$ cat config.mk
export PLATFORM = sky130hd
export DESIGN_NAME = proc_core_mc
export DESIGN_NICKNAME = d
export VERILOG_FILES = /design/src/rtl/proc_core_mc.sv
export SDC_FILE = /design/constraint.sdc
export NUM_CORES = 1
export LEC_CHECK = 0
export ABC_AREA = 1
export CORE_MARGIN = 5
export CORE_UTILIZATION = 27
export CTS_CLUSTER_DIAMETER = 100
export DETAILED_ROUTE_END_ITERATION = 10
export DONT_BUFFER_PORTS = 1
export GPL_ROUTABILITY_DRIVEN = 0
export PLACE_DENSITY = 0.48
export RECOVER_POWER = 100
export SKIP_LAST_GASP = 1
export SYNTH_ARGS = -nofsm -noshare
export SYNTH_HDL_FRONTEND = slang
export SYNTH_SLANG_ARGS = --single-unit
$ cat constraint.sdc
create_clock -name clk -period 4.1 [get_ports clk]
set_clock_uncertainty 0.15 [all_clocks]
set_input_delay 0.82 -clock clk [delete_from_list [all_inputs] [get_ports clk]]
set_output_delay 0.82 -clock clk [all_outputs]
set_load 0.02 [all_outputs]
$ cat src/rtl/proc_core_mc.sv
// ============================================================================
//  Module   : proc_core_mc
//  Brief    : Multi-cycle core (FETCH/EXEC/HALT), 4x DATA_W register file,
//             ALU with zero flag, req/ack instruction fetch, retire/debug port.
//             Optional macro PROC_RET_CNT_EN enables the 32-bit retire counter.
//  Revision : 1.0 - initial release
// ============================================================================
`default_nettype none

module proc_core_mc #(
    parameter int DATA_W = 16,
    parameter int PC_W   = 8
) (
    input  logic              clk,
    input  logic              rst,
    output logic              imem_req,
    output logic [PC_W-1:0]   imem_addr,
    input  logic              imem_ack,
    input  logic [15:0]       imem_data,
    output logic              halted,
    output logic              zero_flag,
    output logic [DATA_W-1:0] dbg_ra,
    output logic              retire,
    output logic [31:0]       ret_cnt
);

    localparam logic [2:0] c_OP_LDI  = 3'b001;
    localparam logic [2:0] c_OP_ADD  = 3'b010;
    localparam logic [2:0] c_OP_SUB  = 3'b011;
    localparam logic [2:0] c_OP_AND  = 3'b100;
    localparam logic [2:0] c_OP_XOR  = 3'b101;
    localparam logic [2:0] c_OP_JZ   = 3'b110;
    localparam logic [2:0] c_OP_HALT = 3'b111;

    typedef enum logic [1:0] {
        S_FETCH = 2'd0,
        S_EXEC  = 2'd1,
        S_HALT  = 2'd2
    } state_t;

    state_t              r_state;
    state_t              w_next;
    logic [PC_W-1:0]     r_pc;
    logic [15:0]         r_ir;
    logic [DATA_W-1:0]   r_regs [4];
    logic                r_zero;

    logic [2:0]          w_op;
    logic [1:0]          w_rd;
    logic [1:0]          w_rs;
    logic [8:0]          w_imm9;
    logic [DATA_W-1:0]   w_a;
    logic [DATA_W-1:0]   w_b;
    logic [DATA_W-1:0]   w_result;
    logic                w_wr;
    logic                w_taken;

    assign w_op   = r_ir[15:13];
    assign w_rd   = r_ir[12:11];
    assign w_rs   = r_ir[10:9];
    assign w_imm9 = r_ir[8:0];
    assign w_a    = r_regs[w_rd];
    assign w_b    = r_regs[w_rs];

    // JZ reads the flag as it stood before this instruction; JZ never writes it.
    assign w_taken = (w_op == c_OP_JZ) && r_zero;

    always_comb begin
        w_result = '0;
        w_wr     = 1'b0;
        case (w_op)
            c_OP_LDI: begin w_result = DATA_W'($signed(w_imm9)); w_wr = 1'b1; end
            c_OP_ADD: begin w_result = w_a + w_b;                w_wr = 1'b1; end
            c_OP_SUB: begin w_result = w_a - w_b;                w_wr = 1'b1; end
            c_OP_AND: begin w_result = w_a & w_b;                w_wr = 1'b1; end
            c_OP_XOR: begin w_result = w_a ^ w_b;                w_wr = 1'b1; end
            default:  begin w_result = '0;                       w_wr = 1'b0; end
        endcase
    end

    always_comb begin
        w_next = r_state;
        case (r_state)
            S_FETCH: if (imem_ack) w_next = S_EXEC;
            S_EXEC:  w_next = (w_op == c_OP_HALT) ? S_HALT : S_FETCH;
            S_HALT:  w_next = S_HALT;
            default: w_next = S_FETCH;
        endcase
    end

    always_ff @(posedge clk or posedge rst) begin
        if (rst) begin
            r_state <= S_FETCH;
            r_pc    <= '0;
            r_ir    <= '0;
            r_zero  <= 1'b0;
            for (int i = 0; i < 4; i++) r_regs[i] <= '0;
        end else begin
            r_state <= w_next;
            if (r_state == S_FETCH && imem_ack) begin
                r_ir <= imem_data;
                r_pc <= r_pc + PC_W'(1);
            end
            if (r_state == S_EXEC) begin
                if (w_wr) begin
                    r_regs[w_rd] <= w_result;
                    r_zero       <= (w_result == '0);
                end
                if (w_taken) r_pc <= w_imm9[PC_W-1:0];
            end
        end
    end

    assign imem_req  = (r_state == S_FETCH);
    assign imem_addr = r_pc;
    assign halted    = (r_state == S_HALT);
    assign retire    = (r_state == S_EXEC);
    assign zero_flag = r_zero;
    assign dbg_ra    = r_regs[0];

`ifdef PROC_RET_CNT_EN
    logic [31:0] r_ret_cnt;

    always_ff @(posedge clk or posedge rst) begin
        if (rst) r_ret_cnt <= 32'd0;
        else if (retire) r_ret_cnt <= r_ret_cnt + 32'd1;
    end

    assign ret_cnt = r_ret_cnt;
`else
    assign ret_cnt = 32'd0;
`endif

endmodule

`default_nettype wire

==> results_dict.tcl <==
set metrics [dict create \
    hold_slack_ns 0.378 \
    cp_max_fo 34 \
    top_layer_used "met4" \
    cts_hold_buffers 0 \
    mostFrequentLayoutCells "nand2_1, inv_1, dfrtp_1" \
    insertion_delay_ns 0.35 \
    clkPwrFrac_pct 13.5 \
    period_needed_ns 3.81 \
    rsz0062_at_grt "yes" \
    postSynthCellCount 939 \
    worst_pin_slew_ns 2.77 \
    overflow 0 \
    crit_required_ns 4.18 \
    period_share_pct 92.9 \
    fin_nets 979 \
    async_flop_share_pct 100 \
    wire_per_inst_microns 15.5 \
    fin_setup_tns_ns 0 \
    setup_viol 0 \
    dp_hpwl_microns 15300 \
    cts_tree "built" \
    die_w_microns 169 \
    syn-cell-area_sq_um 6810 \
    cp_data_arrival_time_ns 3.89 \
    yosys_most_used_dff "dfrtp_1" \
    htree_levels 3 \
    relSlewSlack_pct -84.6 \
    combPwrFrac_pct 60.4 \
    ys_types 39 \
    switching_share_pct 52.3 \
    drtAntennaViolNets 0 \
    ys_seq_elements 91 \
    num_antenna_cells 0 \
    violations "max-capacitance violations, max-slew violations" \
    boundaryPins 79 \
    antenna_found_initial 0 \
    synthSimpleGateAreaFrac_pct 26.0 \
    multi_input_area_sq_um 3650 \
    die_height_microns 169 \
    rows 58 \
    status "finished, violations left" \
    postSynthAreaPerCell_sq_um 7.25 \
    peakVddDrop_mv 0.318 \
    hold_path.class "reg2reg" \
    clockBufferDepth 2 \
    drtIter0Drc 371 \
    placedCellCount 1245 \
    grt_pass1_vias 5570 \
    critPathLaunchType "flop" \
    cts_made_buffers 9 \
    grt_max_degree 72 \
    maxCapViolCount 1 \
    leakagePower_nw 3.64 \
    powerDensity_nw_per_um2 871 \
    vias 5777 \
    pwr-share-seq_pct 26.2 \
    coreArea_sq_um 25000 \
    yosys.area_share.adder_pct 6.36 \
    ff_latch_area_sq_um 2280 \
    grt_pass1_wl_microns 31300 \
    globalRouteTotalUtil_pct 13.8 \
    synth_xor_area_share_pct 2.32 \
    final_cells 1261 \
    areaGrowthSynthToFinish_pct 7.59 \
    drc_errors 0 \
    synth-seq-area-share_pct 33.5 \
    placement.io_buffers 0 \
    critical_path_class "reg2reg" \
    fillers 2793 \
    viasPerCell 4.58 \
    yosysWarnings 0 \
    synth_mux_area_share_pct 3.14 \
    synth_compound_area_share_pct 13.4 \
    hold_viol_final 0 \
    cts-root-buf "clkbuf_16" \
    start_util_pct 27.2 \
    wl_met3_microns 1050 \
    wirelength_microns 19500 \
    drt-met1-wl_microns 9360 \
    clk_pin_slew_ns 0.07 \
    dr.pass1.iters 5 \
    dieArea_sq_um 28500 \
    p_sw_w 0.00333 \
    final_common_cell "nand2_1" \
    cts.sinks 91 \
    slew_viol_final 72 \
    synth_edf_count 0 \
    fmax_mhz 262 \
    wl_met2_microns 8850 \
    power_w 0.00638 \
    end_kind "flop" \
    r2r_setup_slack_ns 0.29 \
    drive_gt1_share_pct 9.45 \
    internal_power_w 0.00304 \
    synth_top_family_by_area "simple AND/OR/NAND/NOR gates" \
]
cell type report:
class	count	area share, %
multi-input combinational	668	49.8
clock buffer	9	3.08
timing repair buffer	26	2.58
sequential	91	31.1
inverter	130	6.70
tap	330	5.64
clock inverter	7	1.04
metal layers:
layer  global-route usage (%)  up-vias
li1                         -     2949
met1                     19.1     2693
met2                     21.8      118
met3                     3.29       17
met4                     3.71        0
met5                        0        -
final timing paths:
path / start / endpoint / depth (start not counted)
min: r_state[0] / r_state[1] / 1
max: r_ir[9] / dbg_ra[13] / 21
max reg2reg: r_ir[9] / dbg_ra[13] / 21
min in group asynchronous: rst / r_regs[17] / 1
min reg2reg: r_state[0] / r_state[1] / 1
max in group asynchronous: rst / r_ir[9] / 1
flip-flops by register name, indices dropped and copies added (netlist names):
register and flops:
dbg_ra 16, imem_addr 8, r_ir 16, r_regs 48, r_state 2, zero_flag 1
synthesized netlist by cell type (all sizes together) (2+ instances only):
library cell  number  area [sq um]
o22ai              7          43.8
a221oi            11          96.3
and2               2          15.0
o21a              12          90.1
dfrtp             91          2280
nand4             11          68.8
nand2            268          1030
inv              130           490
nand3b             5          37.5
ha                33           413
clkbuf            15          56.3
o21ai             69           345
buf               66           490
nor3               6          30.0
a21oi             23           115
nand3             75           380
a22oi             12          90.1
o221ai            11          96.3
nor2              47           194
mux2              19           214
a21boi             2          15.0
xor2              14           123
xnor2              4          35.0
kinds of logic after synthesis:
kind of cell / Yosys count
xor+xnor: 18
buf+inv: 211
simple gates: 415
other cells: 1
fa+ha+maj: 34
flops: 91
mux: 19
compound gates: 150
stage by stage:
step / cell area, sq um / setup slack [ns] / util, %
3_5_place_dp: 7000 / 0.0649 / 28.0
5_1_grt: 7320 / 0.00293 / 29.2
3_3_place_gp: 7000 / 0.0770 / 28.0
4_1_cts: 7300 / 0.179 / 29.2
6_report: 7320 / 0.289 / 29.2
2_1_floorplan: 6920 / 0.723 / -
power by group through the flow:
stage | clock [W] | sequential (W) | combinational (W)
2_1_floorplan | 0 | 0.00148 | 0.00301
3_3_place_gp | 0 | 0.00170 | 0.00379
3_5_place_dp | 0 | 0.00169 | 0.00379
4_1_cts | 0.000887 | 0.00168 | 0.00382
5_1_grt | 0.000917 | 0.00173 | 0.00439
6_report | 0.000858 | 0.00167 | 0.00385
what timing repair did:
item,in CTS,in global routing
buffers inserted,0,0
setup endpoints to repair,1,15
cloned,0,0
resized for setup,1,13
pin swaps,0,3
critical path, cell delays in order (launching register included):
cell and delay (ns):
dfrtp_2 0.44, buf_12 0.18, nand2_1 0.07, nand3_1 0.09
and2_4 0.19, inv_1 0.05, ha_1 0.17, nand3_2 0.12
nor4_4 0.30, nand3_2 0.14, nor2_2 0.12, a21oi_1 0.08
xor2_1 0.15, ha_1 0.36, nand2_2 0.10, nor3_1 0.21
nor2_1 0.06, nand2_1 0.09, a21oi_1 0.06, o21ai_0 0.07
nand2_1 0.18, mux2_2 0.31
(Power assumes the default switching activity.)
